==> src/rtl/parking_ctrl_gen_if.sv <==
// Request/response bundle between the entry/exit pulse logic and the parking controller core.
// PARK_STATS_EN adds the statistics outputs total_entries and peak_occupancy.
interface parking_ctrl_gen_if #(
  parameter int NUM_SPOTS = 4,
  parameter int DUR_W     = 12
);
  localparam int IDX_W = $clog2(NUM_SPOTS);
  localparam int CAP_W = $clog2(NUM_SPOTS + 1);

  logic                 tick;
  logic                 entry_req;
  logic                 exit_req;
  logic [IDX_W-1:0]     exit_slot;
  logic [NUM_SPOTS-1:0] spots;
  logic [CAP_W-1:0]     capacity;
  logic [IDX_W-1:0]     location;
  logic                 is_full;
  logic                 is_open;
  logic                 entry_ack;
  logic [IDX_W-1:0]     entry_slot;
  logic                 entry_reject;
  logic                 exit_ack;
  logic                 exit_err;
  logic [DUR_W-1:0]     exit_duration;
`ifdef PARK_STATS_EN
  logic [15:0]          total_entries;
  logic [CAP_W-1:0]     peak_occupancy;
`endif

  modport master (
    output tick, entry_req, exit_req, exit_slot,
    input  spots, capacity, location, is_full, is_open,
    input  entry_ack, entry_slot, entry_reject, exit_ack, exit_err, exit_duration
`ifdef PARK_STATS_EN
    , input total_entries, peak_occupancy
`endif
  );

  modport slave (
    input  tick, entry_req, exit_req, exit_slot,
    output spots, capacity, location, is_full, is_open,
    output entry_ack, entry_slot, entry_reject, exit_ack, exit_err, exit_duration
`ifdef PARK_STATS_EN
    , output total_entries, peak_occupancy
`endif
  );
endinterface

==> src/rtl/parking_ctrl_gen.sv <==
// Parametrised parking-lot controller: lowest-free allocation, per-spot duration timers, timed door.
// Optional macro PARK_STATS_EN adds total_entries / peak_occupancy counters.

// Per-spot saturating duration timer; cleared whenever the spot is (or becomes) free or is newly allocated.
module parking_spot_timer #(
  parameter int DUR_W = 12
) (
  input  logic             clk,
  input  logic             reset,
  input  logic             tick,
  input  logic             keep,
  input  logic             clr,
  output logic [DUR_W-1:0] dur
);
  always_ff @(posedge clk) begin
    if (reset || !keep || clr) dur <= '0;
    else if (tick && dur != {DUR_W{1'b1}}) dur <= dur + DUR_W'(1);
  end
endmodule

module parking_ctrl_gen #(
  parameter int NUM_SPOTS = 4,
  parameter int DUR_W     = 12,
  parameter int DOOR_HOLD = 3
) (
  input  logic           clk,
  input  logic           reset,
  parking_ctrl_gen_if.slave bus
);
  localparam int IDX_W  = $clog2(NUM_SPOTS);
  localparam int CAP_W  = $clog2(NUM_SPOTS + 1);
  localparam int HOLD_W = $clog2(DOOR_HOLD + 1);
  localparam logic [0:0] CLOSED = 1'b0;
  localparam logic [0:0] OPEN   = 1'b1;

  logic [NUM_SPOTS-1:0]            occ, occ_nxt, alloc, rel;
  logic [NUM_SPOTS-1:0][DUR_W-1:0] dur;
  logic [IDX_W-1:0]                free_idx, loc_nxt, entry_slot_r, loc_r;
  logic [CAP_W-1:0]                free_cnt_nxt, occ_cnt_nxt, cap_r;
  logic [DUR_W-1:0]                exit_dur, exit_dur_r;
  logic                            free_any, exit_hit, entry_ok, entry_rej, exit_ok, exit_bad;
  logic                            full_r, entry_ack_r, entry_rej_r, exit_ack_r, exit_err_r;
  logic [0:0]                      state;
  logic [HOLD_W-1:0]               hold;

  // Allocation looks at pre-exit occupancy so a slot freed this cycle is never reassigned this cycle.
  always_comb begin
    free_any = 1'b0;
    free_idx = '0;
    for (int i = NUM_SPOTS - 1; i >= 0; i--)
      if (!occ[i]) begin
        free_any = 1'b1;
        free_idx = IDX_W'(i);
      end
    exit_hit = 1'b0;
    exit_dur = '0;
    for (int i = 0; i < NUM_SPOTS; i++)
      if (bus.exit_slot == IDX_W'(i) && occ[i]) begin
        exit_hit = 1'b1;
        exit_dur = dur[i];
      end
    entry_ok  = bus.entry_req && free_any;
    entry_rej = bus.entry_req && !free_any;
    exit_ok   = bus.exit_req && exit_hit;
    exit_bad  = bus.exit_req && !exit_hit;
    for (int i = 0; i < NUM_SPOTS; i++) begin
      alloc[i] = entry_ok && (free_idx == IDX_W'(i));
      rel[i]   = exit_ok && (bus.exit_slot == IDX_W'(i));
    end
    occ_nxt = (occ & ~rel) | alloc;
    free_cnt_nxt = '0;
    loc_nxt      = '0;
    for (int i = NUM_SPOTS - 1; i >= 0; i--)
      if (!occ_nxt[i]) begin
        free_cnt_nxt = free_cnt_nxt + CAP_W'(1);
        loc_nxt      = IDX_W'(i);
      end
    occ_cnt_nxt = CAP_W'(NUM_SPOTS) - free_cnt_nxt;
  end

  for (genvar g = 0; g < NUM_SPOTS; g++) begin : g_spot
    parking_spot_timer #(.DUR_W(DUR_W)) u_tmr (
      .clk   (clk),
      .reset (reset),
      .tick  (bus.tick),
      .keep  (occ_nxt[g]),
      .clr   (alloc[g]),
      .dur   (dur[g])
    );
  end

  always_ff @(posedge clk) begin
    if (reset) begin
      occ          <= '0;
      cap_r        <= CAP_W'(NUM_SPOTS);
      loc_r        <= '0;
      full_r       <= 1'b0;
      entry_ack_r  <= 1'b0;
      entry_rej_r  <= 1'b0;
      exit_ack_r   <= 1'b0;
      exit_err_r   <= 1'b0;
      entry_slot_r <= '0;
      exit_dur_r   <= '0;
    end else begin
      occ         <= occ_nxt;
      cap_r       <= free_cnt_nxt;
      loc_r       <= loc_nxt;
      full_r      <= (free_cnt_nxt == '0);
      entry_ack_r <= entry_ok;
      entry_rej_r <= entry_rej;
      exit_ack_r  <= exit_ok;
      exit_err_r  <= exit_bad;
      if (entry_ok) entry_slot_r <= free_idx;
      if (exit_ok)  exit_dur_r   <= exit_dur;
    end
  end

  // An accepted event (re)loads the hold count; the tick that drains the last unit closes the door.
  always_ff @(posedge clk) begin
    if (reset) begin
      state <= CLOSED;
      hold  <= '0;
    end else if (entry_ok || exit_ok) begin
      state <= OPEN;
      hold  <= HOLD_W'(DOOR_HOLD);
    end else if (state == OPEN && bus.tick) begin
      if (hold <= HOLD_W'(1)) begin
        state <= CLOSED;
        hold  <= '0;
      end else begin
        hold <= hold - HOLD_W'(1);
      end
    end
  end

`ifdef PARK_STATS_EN
  logic [15:0]      total_r;
  logic [CAP_W-1:0] peak_r;
  always_ff @(posedge clk) begin
    if (reset) begin
      total_r <= '0;
      peak_r  <= '0;
    end else begin
      if (entry_ok) total_r <= total_r + 16'd1;
      if (occ_cnt_nxt > peak_r) peak_r <= occ_cnt_nxt;
    end
  end
  assign bus.total_entries  = total_r;
  assign bus.peak_occupancy = peak_r;
`endif

  assign bus.spots         = occ;
  assign bus.capacity      = cap_r;
  assign bus.location      = loc_r;
  assign bus.is_full       = full_r;
  assign bus.is_open       = (state == OPEN);
  assign bus.entry_ack     = entry_ack_r;
  assign bus.entry_slot    = entry_slot_r;
  assign bus.entry_reject  = entry_rej_r;
  assign bus.exit_ack      = exit_ack_r;
  assign bus.exit_err      = exit_err_r;
  assign bus.exit_duration = exit_dur_r;
endmodule

==> src/flat_wrapper.sv <==
// flat-port wrapper written by rule: the top's interface ports become plain ports
module parking_ctrl_gen_flat 
#(
  parameter int NUM_SPOTS = 4,
  parameter int DUR_W     = 12,
  parameter int DOOR_HOLD = 3
)
  (clk, reset, bus_tick, bus_entry_req, bus_exit_req, bus_exit_slot, bus_spots, bus_capacity, bus_location, bus_is_full, bus_is_open, bus_entry_ack, bus_entry_slot, bus_entry_reject, bus_exit_ack, bus_exit_err, bus_exit_duration);
  parking_ctrl_gen_if #(.NUM_SPOTS(NUM_SPOTS), .DUR_W(DUR_W)) bus_i ();
  input  logic clk;
  input  logic reset;
  input wire logic [$bits(bus_i.tick)-1:0] bus_tick;
  input wire logic [$bits(bus_i.entry_req)-1:0] bus_entry_req;
  input wire logic [$bits(bus_i.exit_req)-1:0] bus_exit_req;
  input wire logic [$bits(bus_i.exit_slot)-1:0] bus_exit_slot;
  output wire logic [$bits(bus_i.spots)-1:0] bus_spots;
  output wire logic [$bits(bus_i.capacity)-1:0] bus_capacity;
  output wire logic [$bits(bus_i.location)-1:0] bus_location;
  output wire logic [$bits(bus_i.is_full)-1:0] bus_is_full;
  output wire logic [$bits(bus_i.is_open)-1:0] bus_is_open;
  output wire logic [$bits(bus_i.entry_ack)-1:0] bus_entry_ack;
  output wire logic [$bits(bus_i.entry_slot)-1:0] bus_entry_slot;
  output wire logic [$bits(bus_i.entry_reject)-1:0] bus_entry_reject;
  output wire logic [$bits(bus_i.exit_ack)-1:0] bus_exit_ack;
  output wire logic [$bits(bus_i.exit_err)-1:0] bus_exit_err;
  output wire logic [$bits(bus_i.exit_duration)-1:0] bus_exit_duration;
  assign bus_i.tick = bus_tick;
  assign bus_i.entry_req = bus_entry_req;
  assign bus_i.exit_req = bus_exit_req;
  assign bus_i.exit_slot = bus_exit_slot;
  assign bus_spots = bus_i.spots;
  assign bus_capacity = bus_i.capacity;
  assign bus_location = bus_i.location;
  assign bus_is_full = bus_i.is_full;
  assign bus_is_open = bus_i.is_open;
  assign bus_entry_ack = bus_i.entry_ack;
  assign bus_entry_slot = bus_i.entry_slot;
  assign bus_entry_reject = bus_i.entry_reject;
  assign bus_exit_ack = bus_i.exit_ack;
  assign bus_exit_err = bus_i.exit_err;
  assign bus_exit_duration = bus_i.exit_duration;
  parking_ctrl_gen #(.NUM_SPOTS(NUM_SPOTS), .DUR_W(DUR_W), .DOOR_HOLD(DOOR_HOLD)) u_core (.clk(clk), .reset(reset), .bus(bus_i));
endmodule
==> config.mk <==
export PLATFORM = sky130hd
export DESIGN_NAME = parking_ctrl_gen_flat
export DESIGN_NICKNAME = d
export VERILOG_FILES = /design/src/rtl/parking_ctrl_gen_if.sv /design/src/rtl/parking_ctrl_gen.sv /design/src/flat_wrapper.sv
export SDC_FILE = /design/constraint.sdc
export NUM_CORES = 1
export LEC_CHECK = 0
export BUFFER_PORTS_ARGS = -buffer_cell sky130_fd_sc_hd__buf_2
export CORE_MARGIN = 5
export CORE_UTILIZATION = 53
export CTS_CLUSTER_SIZE = 12
export DETAILED_ROUTE_END_ITERATION = 8
export PLACE_DENSITY_LB_ADDON = 0.15
export SLEW_MARGIN = 15
export SYNTH_ARGS = -nofsm -noshare
export SYNTH_HDL_FRONTEND = slang
export SYNTH_SLANG_ARGS = --single-unit
==> constraint.sdc <==
create_clock -name clk -period 2.1 [get_ports clk]
set_clock_uncertainty 0.1 [all_clocks]
set_input_delay 0.42 -clock clk [delete_from_list [all_inputs] [get_ports clk]]
set_output_delay 0.42 -clock clk [all_outputs]
set_load 0.005 [all_outputs]
# Word-level counts from Yosys, hierarchy flattened
# Index checks and enable logic that the tools add are counted.
# classes
addsub	8
n_mul	0
div_mod_pow	0
order_cmp	1
n_eq_ne	10
n_shift	0
muxes	29
n_bitwise	5
n_reduce_logical	44
# op_table
operator	count
12-bit by 1-bit adder with 12-bit output, second input constant	4
12-bit 2-to-1 mux	4
12-bit inequality test, second input constant	4
1-bit logical AND	21
2-bit 2-to-1 mux	9
1-bit 2-to-1 mux	13
1-bit logical OR	9
3-bit 2-to-1 mux	3
2-bit == test, second input constant	4
3-bit by 1-bit adder with 3-bit output, second input constant	2
1-bit logical NOT	6
4-bit bitwise AND	1
2-bit by 1-bit == test with 1-bit output, second input constant	2
2-bit logical NOT	2
4-bit inverter	1
4-bit OR	1
2-bit nonzero test	2
3-bit logical NOT	1
3-bit OR reduction	1
1-bit by 1-bit adder with 2-bit output, second input constant	1
2-bit by 1-bit less-or-equal comparator with 1-bit output, second input constant	1
1-bit inverter	2
2-bit AND reduction	1
2-bit OR reduction	1
2-bit by 1-bit subtractor with 2-bit output, second input constant	1
# totals
reg_bits	79
latchBits	0
ram_bits	0
mem_bits_ro	0
out_inout_bits	29
elab_cells	114
mem_count	0

# Longest topological paths before layout
# Gate-level depths: netlist of run 1.
# logic_depth
ltp_word	19
mapped_depth	10

# By module
# From an unflattened synthesis of run 1, not the netlist that was laid out.
# hier_totals
cells_unflattened	456
hier_area_um2	4139.0
# by_module_without_submodules
module	n_inst	cells_per_inst	area_each_um2
parking_spot_timer	4	69	619.3
parking_ctrl_gen	1	180	1661.6

# Least setup slack after synthesis of run 1
# Ideal clock, no wire load.
# synth_timing
path_type	input-to-reg
start	in bus_entry_req
end	reg u_core.full_r, in the netlist u_core.bus.is_full
t_arrival_ps	2059
setup_slack_ps	-120
path_stages	10
path_buffers	0
path_cell_list	nand3_1 -> nor3b_1 -> a21oi_1 -> inv_1 -> ha_1 -> xor2_1 -> ha_1 -> a21boi_1 -> xnor2_1 -> and4b_1
# synth_between
elab_chain_len	11
elab_cells_between_ends	14
# synth_lines
item	line	text
from (decl)	flat_wrapper.sv:13	input wire logic [$bits(bus_i.entry_req)-1:0] bus_entry_req;
1-bit logical AND *	parking_ctrl_gen.sv:62	entry_ok = bus.entry_req && free_any;
1-bit logical AND *	parking_ctrl_gen.sv:67	alloc[i] = entry_ok && (free_idx == IDX_W'(i));
4-bit OR *	parking_ctrl_gen.sv:70	occ_nxt = (occ & ~rel) | alloc;
named net u_core.g_spot[3].u_tmr.keep	parking_ctrl_gen.sv:11	input logic keep,
1-bit 2-to-1 mux *	parking_ctrl_gen.sv:74	if (!occ_nxt[i]) begin
1-bit by 1-bit adder with 2-bit output	parking_ctrl_gen.sv:75	free_cnt_nxt = free_cnt_nxt + CAP_W'(1);
3-bit 2-to-1 mux *	parking_ctrl_gen.sv:74	
3-bit by 1-bit adder with 3-bit output	parking_ctrl_gen.sv:75	
3-bit 2-to-1 mux *	parking_ctrl_gen.sv:74	
3-bit by 1-bit adder with 3-bit output	parking_ctrl_gen.sv:75	
3-bit 2-to-1 mux *	parking_ctrl_gen.sv:74	
3-bit logical NOT *	parking_ctrl_gen.sv:108	full_r <= (free_cnt_nxt == '0);
to (signal assigned)	parking_ctrl_gen.sv:108	
to (decl)	parking_ctrl_gen.sv:42	logic full_r, entry_ack_r, entry_rej_r, exit_ack_r, exit_err_r;
# Mark *: on every way through the listed nets, which the timed path passes. The rest lies on a longest branch.
# A chain may end at the register's enable or synchronous reset.

# Worst setup path after layout of run 1
# layout_timing
start	reg u_core.occ[2], in the netlist u_core.bus.spots[2]
end	reg u_core.full_r, in the netlist u_core.bus.is_full
# layout_between
elab_chain_len	16
elab_cells_between_ends	34
# layout_lines
item	line	text
from (decl)	parking_ctrl_gen.sv:36	logic [NUM_SPOTS-1:0] occ, occ_nxt, alloc, rel;
from (signal assigned)	parking_ctrl_gen.sv:105	occ <= occ_nxt;
1-bit logical AND	parking_ctrl_gen.sv:58	if (bus.exit_slot == IDX_W'(i) && occ[i]) begin
1-bit 2-to-1 mux (2 in a row)	parking_ctrl_gen.sv:58	
1-bit logical AND	parking_ctrl_gen.sv:64	exit_ok = bus.exit_req && exit_hit;
1-bit logical AND	parking_ctrl_gen.sv:68	rel[i] = exit_ok && (bus.exit_slot == IDX_W'(i));
4-bit inverter	parking_ctrl_gen.sv:70	
4-bit bitwise AND	parking_ctrl_gen.sv:70	
4-bit OR *	parking_ctrl_gen.sv:70	
named net u_core.g_spot[3].u_tmr.keep	parking_ctrl_gen.sv:11	
1-bit 2-to-1 mux *	parking_ctrl_gen.sv:74	
1-bit by 1-bit adder with 2-bit output	parking_ctrl_gen.sv:75	
3-bit 2-to-1 mux *	parking_ctrl_gen.sv:74	
3-bit by 1-bit adder with 3-bit output	parking_ctrl_gen.sv:75	
3-bit 2-to-1 mux *	parking_ctrl_gen.sv:74	
3-bit by 1-bit adder with 3-bit output	parking_ctrl_gen.sv:75	
3-bit 2-to-1 mux *	parking_ctrl_gen.sv:74	
3-bit logical NOT *	parking_ctrl_gen.sv:108	
# Marked as above.

==> flow_summary_export.csv, run 1 <==
group,metric,value,unit
outcome,outcome,"finished, final reports clean",
worst_setup_path,regToRegStartpoint,"u_core.bus.spots[2]",
synth,synth_top_area_frac,0.423,
power_and_ir_drop,sw_frac_of_total,0.227,
floorplan,row_count,30,
cells_and_area,instances_no_fill,569,
floorplan,initial_utilization,0.547,
synth,yosys_warnings,0,
synth,synth.top_cells.by_area,"dfxtp_1 (42%), nor2_1 (5.7%), xor2_1 (5.4%), a22oi_1 (4.8%), a311oi_2 (4.8%)",
clocking,clock-sinks,79,
power_and_ir_drop,power_frac_clock,0.418,
sta,setup_tns,0,ns
grt,grt-ovfl-total,0,
clocking,cts_buffers,9,
floorplan,die_w,94.0,um
clocking,clkLatencyLatePin,0.35,ns
sta,worst_pin_slew,0.528,ns
worst_setup_path,r2r_cells,9,
flow_run,drv_cap,0,
cells_and_area,drive_gt1_frac,0.271,
clocking,clock_tree.buffer_depth,2,
cells_and_area,finalNetCount,483,
clocking,htree_levels,3,
power_and_ir_drop,comb_power_share,0.077,
floorplan,placeableCoreArea,6830,um2
grt,grt_pass1_vias,2949,
power_and_ir_drop,internal-power,0.00237,W
worst_setup_path,cp-start-kind,"flop",
synth,synth.avg_cell_area,9.10,um2
sta,finalSetupViolations,0,
worst_setup_path,required,2.29,ns
synth,synth_compound_area_frac,0.179,
worst_setup_path,worstSetupPathType,"reg -> reg",
power_and_ir_drop,p_sw,0.000698,W
worst_setup_path,worstPathArrival,2.24,ns
sta,maxSlewHeadroom,0.647,
sta,clock.fmax,0.488,GHz
worst_setup_path,r2r_slack,0.05,ns
sta,finalCritPeriodShare,0.976,
routing,ant_nets,0,
worst_setup_path,crit_fanout,4,
floorplan,dieArea,8830,um2
routing,drc,0,
synth,ys_seq_area_frac,0.423,
placement,dp_cells,550,
grt,antenna_found_initial,0,
clocking,cts_root_buffer,"clkbuf_8",
sta,layout_min_cycle_time,2.05,ns
power_and_ir_drop,power_leakage,1.66,nW
grt,grt_max_degree,25,
placement,io_buffers,35,
synth,synth_xor_area_frac,0.0726,
worst_hold_path,holdPathStages,2,
cells_and_area,area_growth,20.1,%
synth,synth_mux_area_frac,0.0167,
power_and_ir_drop,seqPwrFrac,0.505,
synth,ys_ff_latch,79,
worst_hold_path,hold_start,"bus_exit_req",
synth,synth-adder-area-share,0.0268,
clocking,cts_tree,"built",
power_and_ir_drop,powerDensity,684,nW/um2
worst_setup_path,rr_endpoint,"u_core.bus.is_full",
routing,post_drt_wl_per_cell,15.1,um
synth,synth_nets,426,
synth,synthSimpleGateAreaFrac,0.245,
worst_hold_path,min-delay-path-class,"in -> reg",
synth,synth_top_cell_by_area,"dfxtp_1",
routing,wl,8600,um
synth,synth_cell_types,48,
placement,gp_congestion,0.905,
floorplan,boundaryPins,36,
routing,firstDrtPassIters,4,
grt,grt_pass1_wl,14300,um
synth,syn_inst,411,
floorplan,die_h,94.0,um
cells_and_area,antennaDiodeCount,0,
sta,drv_slew,0,
synth,syn_area,3740,um2
sta,hold_violations,0,
grt,grt_use_total,0.204,
clocking,holdBufCountCts,0,
clocking,clk_pin_slew,0.08,ns
routing,via_per_inst,5.69,
routing,vias,3240,
placement,dp_hpwl,6210,um
worst_setup_path,crit_path_end_kind,"flop",
synth,synth_top_family_by_area,"simple AND/OR/NAND/NOR gates",
power_and_ir_drop,vdd_drop_max,0.000410,V
routing,drt_iter0_markers,208,
worst_hold_path,holdPathEnd,"u_core.bus.exit_err",
## repair_timing
item	4_1_cts	5_1_grt
setup buffers	0	3
endpoints found under the setup margin	0	2
resized for setup	0	14
endpoints found under the hold margin	0	0
## layout by cell type, fill, tap and decap left out, types with 3 or more instances in the layout
master and n:
and3_1 9, nand4_1 12, inv_1 5, or3_1 4, dfxtp_2 3, buf_4 30, nor2_1 57, a31oi_1 5
inv_2 3, buf_2 35, nand3_1 22, and4_1 10, a311oi_1 3, dfxtp_1 76, a22oi_1 24, clkbuf_8 11
nand2_1 23, o21ai_0 9, a211oi_1 7, a21oi_1 14, xor2_1 22, ha_1 5, xnor2_1 7, a311oi_2 12
nor2_2 8, nor3b_1 3, nand3b_1 4, nor3_1 9, mux2i_1 3
## worst max path at each step
stage                             start  cells after the start                 end
floorplan              bus_exit_slot[0]                      9  u_core.bus.is_full
global placement       bus_exit_slot[0]                     10  u_core.bus.is_full
detailed placement     bus_exit_slot[0]                     10  u_core.bus.is_full
CTS                 u_core.bus.spots[2]                     10  u_core.bus.is_full
global route        u_core.bus.spots[2]                      9  u_core.bus.is_full
finish              u_core.bus.spots[2]                      9  u_core.bus.is_full
## metrics by stage
stage,setup slack [ns],total power (W),hold WS (ns),utilization,cell area [um2]
2_1_floorplan,0.00366,0.00172,0.360,-,3780
3_3_place_gp,-0.158,0.00180,0.378,0.612,4180
3_5_place_dp,-0.251,0.00180,0.389,0.612,4180
4_1_cts,0.0275,0.00307,0.288,0.646,4410
5_1_grt,-0.0167,0.00319,0.289,0.657,4490
6_report,0.0501,0.00307,0.291,0.657,4490
## Yosys cell counts (all sizes together)
master / number
a211oi: 7
a21boi: 1
a21o: 1
a21oi: 16
a22oi: 24
a311oi: 15
a31o: 1
a31oi: 5
a41oi: 1
and2: 2
and3: 10
and3b: 2
and4: 10
and4b: 2
buf: 6
clkbuf: 14
dfxtp: 79
ha: 8
inv: 8
mux2i: 4
mux4: 1
nand2: 23
nand2b: 1
nand3: 23
nand3b: 4
nand4: 12
nor2: 65
nor2b: 1
nor3: 9
nor3b: 5
nor4: 1
o211a: 1
o211ai: 1
o21a: 1
o21ai: 9
o21bai: 2
or2: 1
or3: 4
xnor2: 8
xor2: 23
## layout make-up
cell class                 count  area [um2]
clock buffer                  11         151
fill                         577        2340
multi-input combinational    304        2110
sequential                    79        1590
inverter                       8        30.0
timing repair buffer          66         412
tap                           96         120
clock inverter                 5        80.1
## flip-flops by register name, indices dropped and copies added (netlist names)
register,cells
u_core.bus.capacity,3
u_core.bus.entry_ack,1
u_core.bus.entry_reject,1
u_core.bus.entry_slot,2
u_core.bus.exit_ack,1
u_core.bus.exit_duration,12
u_core.bus.exit_err,1
u_core.bus.is_full,1
u_core.bus.is_open,1
u_core.bus.location,2
u_core.bus.spots,4
u_core.g_spot.u_tmr.dur,48
u_core.hold,2
## cell families (layout without fill, tap and decap cells)
family                   count (synthesis)  count (layout)
flip-flops                              79              79
multiplexers                             5               5
AO/OA/AOI/OAI                           85              85
buffers and inverters                   28              90
XOR/XNOR                                31              31
adder cells (fa/ha/maj)                  8               8
AND/OR/NAND/NOR                        175             175
## power groups by stage
stage / sequential (W) / clock (W) / combinational, W
2_1_floorplan: 0.00159 / 0 / 0.000128
3_3_place_gp: 0.00158 / 0 / 0.000212
3_5_place_dp: 0.00159 / 0 / 0.000219
4_1_cts: 0.00155 / 0.00130 / 0.000220
5_1_grt: 0.00155 / 0.00138 / 0.000260
6_report: 0.00155 / 0.00128 / 0.000236
## critical path, cell delays in order, from the launching register on
cell	delay, ns
dfxtp_2	0.34
nor3b_2	0.15
a21oi_2	0.17
inv_2	0.07
ha_4	0.29
xor2_4	0.17
ha_2	0.19
a21boi_4	0.19
xnor2_2	0.13
and4b_1	0.19
## routing by layer
metal / track usage / wire, um / share of wire / vias up
li1: - / - / - / 1619
met1: 0.281 / 4020 / 0.47 / 1506
met2: 0.307 / 3840 / 0.45 / 93
met3: 0.0401 / 491 / 0.057 / 22
met4: 0.0951 / 252 / 0.029 / 0
met5: 0 / 0 / 0 / -
(Power assumes the default switching activity.)
==> inputs of run 2 (changes only) <==
--- a/config.mk
+++ b/config.mk
@@ -11,6 +11,7 @@
 export CTS_CLUSTER_SIZE = 12
 export DETAILED_ROUTE_END_ITERATION = 8
 export PLACE_DENSITY_LB_ADDON = 0.15
+export RECOVER_POWER = 100
 export SLEW_MARGIN = 15
 export SYNTH_ARGS = -nofsm -noshare
 export SYNTH_HDL_FRONTEND = slang
==> run 2 against run 1 <==
  * Routed wire length about the same
  * Highest routed layer unchanged
  * Combinational power barely moved
  * Largest power group unchanged
  * Flip-flop and latch count unchanged
==> flow_summary_export.csv, run 2 (synthesis results as in run 1) <==
group,metric,value,unit
floorplan,dieArea,8830,um2
worst_setup_path,rr_endpoint,"u_core.bus.is_full",
sta,maxSlewHeadroom,0.646,
routing,vias,3250,
cells_and_area,n_fill_cell,579,
routing,via_per_inst,5.71,
power_and_ir_drop,power_frac_clock,0.418,
cells_and_area,final_common_cell,"dfxtp_1",
grt,grt_max_degree,25,
clocking,clkLatencyLatePin,0.35,ns
worst_setup_path,endpoint,"u_core.bus.is_full",
worst_setup_path,slowest_stage,"dfxtp_2",
power_and_ir_drop,comb_power_share,0.077,
grt,grt_pass1_wl,14300,um
floorplan,initial_utilization,0.547,
floorplan,die_h,94.0,um
cells_and_area,antennaDiodeCount,0,
outcome,outcome,"finished, final reports clean",
routing,post_drt_wl_per_cell,15.1,um
worst_hold_path,min-delay-path-class,"in -> reg",
worst_setup_path,critPathMaxStageDelay,0.34,ns
worst_setup_path,crit_path_end_kind,"flop",
worst_setup_path,r2r_cells,9,
floorplan,boundaryPins,36,
worst_setup_path,worstPathArrival,2.23,ns
grt,grt_pass1_vias,2949,
grt,grt_use_total,0.204,
sta,layout_min_cycle_time,2.04,ns
power_and_ir_drop,internal-power,0.00237,W
placement,place_area,4180,um2
cells_and_area,ff_latch_area,1590,um2
clocking,holdBufCountCts,0,
clocking,clock-sinks,79,
power_and_ir_drop,vdd_drop_max,0.000410,V
routing,wl,8610,um
power_and_ir_drop,sw_frac_of_total,0.227,
routing,drt_iter0_markers,201,
worst_hold_path,hold_start,"bus_exit_req",
worst_setup_path,worstSetupStartpoint,"u_core.bus.spots[2]",
clocking,cts_root_buffer,"clkbuf_8",
worst_setup_path,path_cells,"nor3b_2 -> a21oi_2 -> inv_2 -> ha_4 -> xor2_4 -> ha_1 -> a21boi_4 -> xnor2_2 -> and4b_1",
worst_setup_path,required,2.29,ns
cells_and_area,fin_area,4480,um2
sta,hold_violations,0,
worst_setup_path,crit_fanout,4,
sta,worst_pin_slew,0.529,ns
cells_and_area,largest-register,"u_core.g_spot.u_tmr.dur",
cells_and_area,finalNetCount,483,
cells_and_area,multi_input_comb_area,2110,um2
floorplan,die_w,94.0,um
worst_setup_path,worstSetupPathType,"reg -> reg",
sta,clock.fmax,0.490,GHz
power_and_ir_drop,power_leakage,1.66,nW
cells_and_area,fin_util,0.656,
placement,dp_hpwl,6210,um
cells_and_area,area_growth,19.9,%
clocking,htree_levels,3,
sta,finalCritPeriodShare,0.972,
cells_and_area,layout_common_cells,"dfxtp_1 (76), nor2_1 (57), buf_2 (35)",
worst_setup_path,regToRegStartpoint,"u_core.bus.spots[2]",
routing,firstDrtPassIters,4,
sta,drv_slew,0,
power_and_ir_drop,p_sw,0.000697,W
floorplan,placeableCoreArea,6830,um2
routing,drc,0,
clocking,cts_buffers,9,
floorplan,row_count,30,
power_and_ir_drop,powerDensity,685,nW/um2
grt,grt-ovfl-total,0,
worst_setup_path,r2r_slack,0.06,ns
power_and_ir_drop,seqPwrFrac,0.505,
placement,io_buffers,35,
flow_run,drv_cap,0,
cells_and_area,drive_gt1_frac,0.266,
routing,ant_nets,0,
worst_setup_path,cp-start-kind,"flop",
cells_and_area,largest_reg_flops,48,
grt,antenna_found_initial,0,
placement,gp_congestion,0.905,
sta,finalSetupViolations,0,
clocking,clk_pin_slew,0.08,ns
clocking,clock_tree.buffer_depth,2,
clocking,cts_tree,"built",
## run 2: power by group through the flow
stage          Combinational [W]  Clock (W)  Sequential [W]
3_3_place_gp            0.000212          0         0.00158
3_5_place_dp            0.000219          0         0.00159
4_1_cts                 0.000220    0.00130         0.00155
2_1_floorplan           0.000128          0         0.00159
6_report                0.000235    0.00128         0.00155
5_1_grt                 0.000259    0.00138         0.00155
## run 2: timing repair
item / CTS / global route
setup endpoints to repair: 0 / 2
buffers inserted: 0 / 3
gates resized for setup: 0 / 14
## run 2: metrics by stage
stage	std cells	hold slack, ns	setup slack [ns]	setup TNS [ns]	total power, W
after floorplan	411	0.360	0.00366	0	0.00172
after global placement	550	0.378	-0.158	-0.303	0.00180
after detailed placement	550	0.389	-0.251	-0.575	0.00180
after CTS	566	0.288	0.0275	0	0.00307
after global routing	569	0.289	-0.0105	-0.0105	0.00319
final	569	0.291	0.0598	0	0.00307
## run 2: how the worst min path moves through the flow
stage / endpoint / slack [ns] / cells after the start
2_1_floorplan: u_core.g_spot[3].u_tmr.dur[5] / 0.36 / 1
3_3_place_gp: u_core.g_spot[2].u_tmr.dur[1] / 0.38 / 2
3_5_place_dp: u_core.g_spot[2].u_tmr.dur[1] / 0.39 / 2
4_1_cts: u_core.bus.exit_err / 0.29 / 2
5_1_grt: u_core.bus.exit_err / 0.29 / 2
6_report: u_core.bus.exit_err / 0.29 / 2
## run 2: area by class of cell
type	count	area share
Multi-Input combinational cell	304	0.470
Timing Repair Buffer	66	0.0910
Clock buffer	11	0.0338
Inverter	8	0.00670
Clock inverter	5	0.0179
Sequential cell	79	0.354
Tap cell	96	0.0268
## run 2: metal layers
| layer | global-route usage | wire (um) | part of all wire |
|---|---|---|---|
| met3 | 0.0401 | 472 | 0.055 |
| met4 | 0.0951 | 252 | 0.029 |
| met2 | 0.307 | 3850 | 0.45 |
| met5 | 0 | 0 | 0 |
| met1 | 0.281 | 4030 | 0.47 |
## run 2: worst max-delay path: cells and delay by family (launching register included)
| family | cells | cell delay [ns] |
|---|---|---|
| flops | 1 | 0.34 |
| simple gates | 2 | 0.34 |
| compound gates | 2 | 0.36 |
| buf+inv | 1 | 0.07 |
| fa+ha+maj | 2 | 0.47 |
| xor+xnor | 2 | 0.30 |
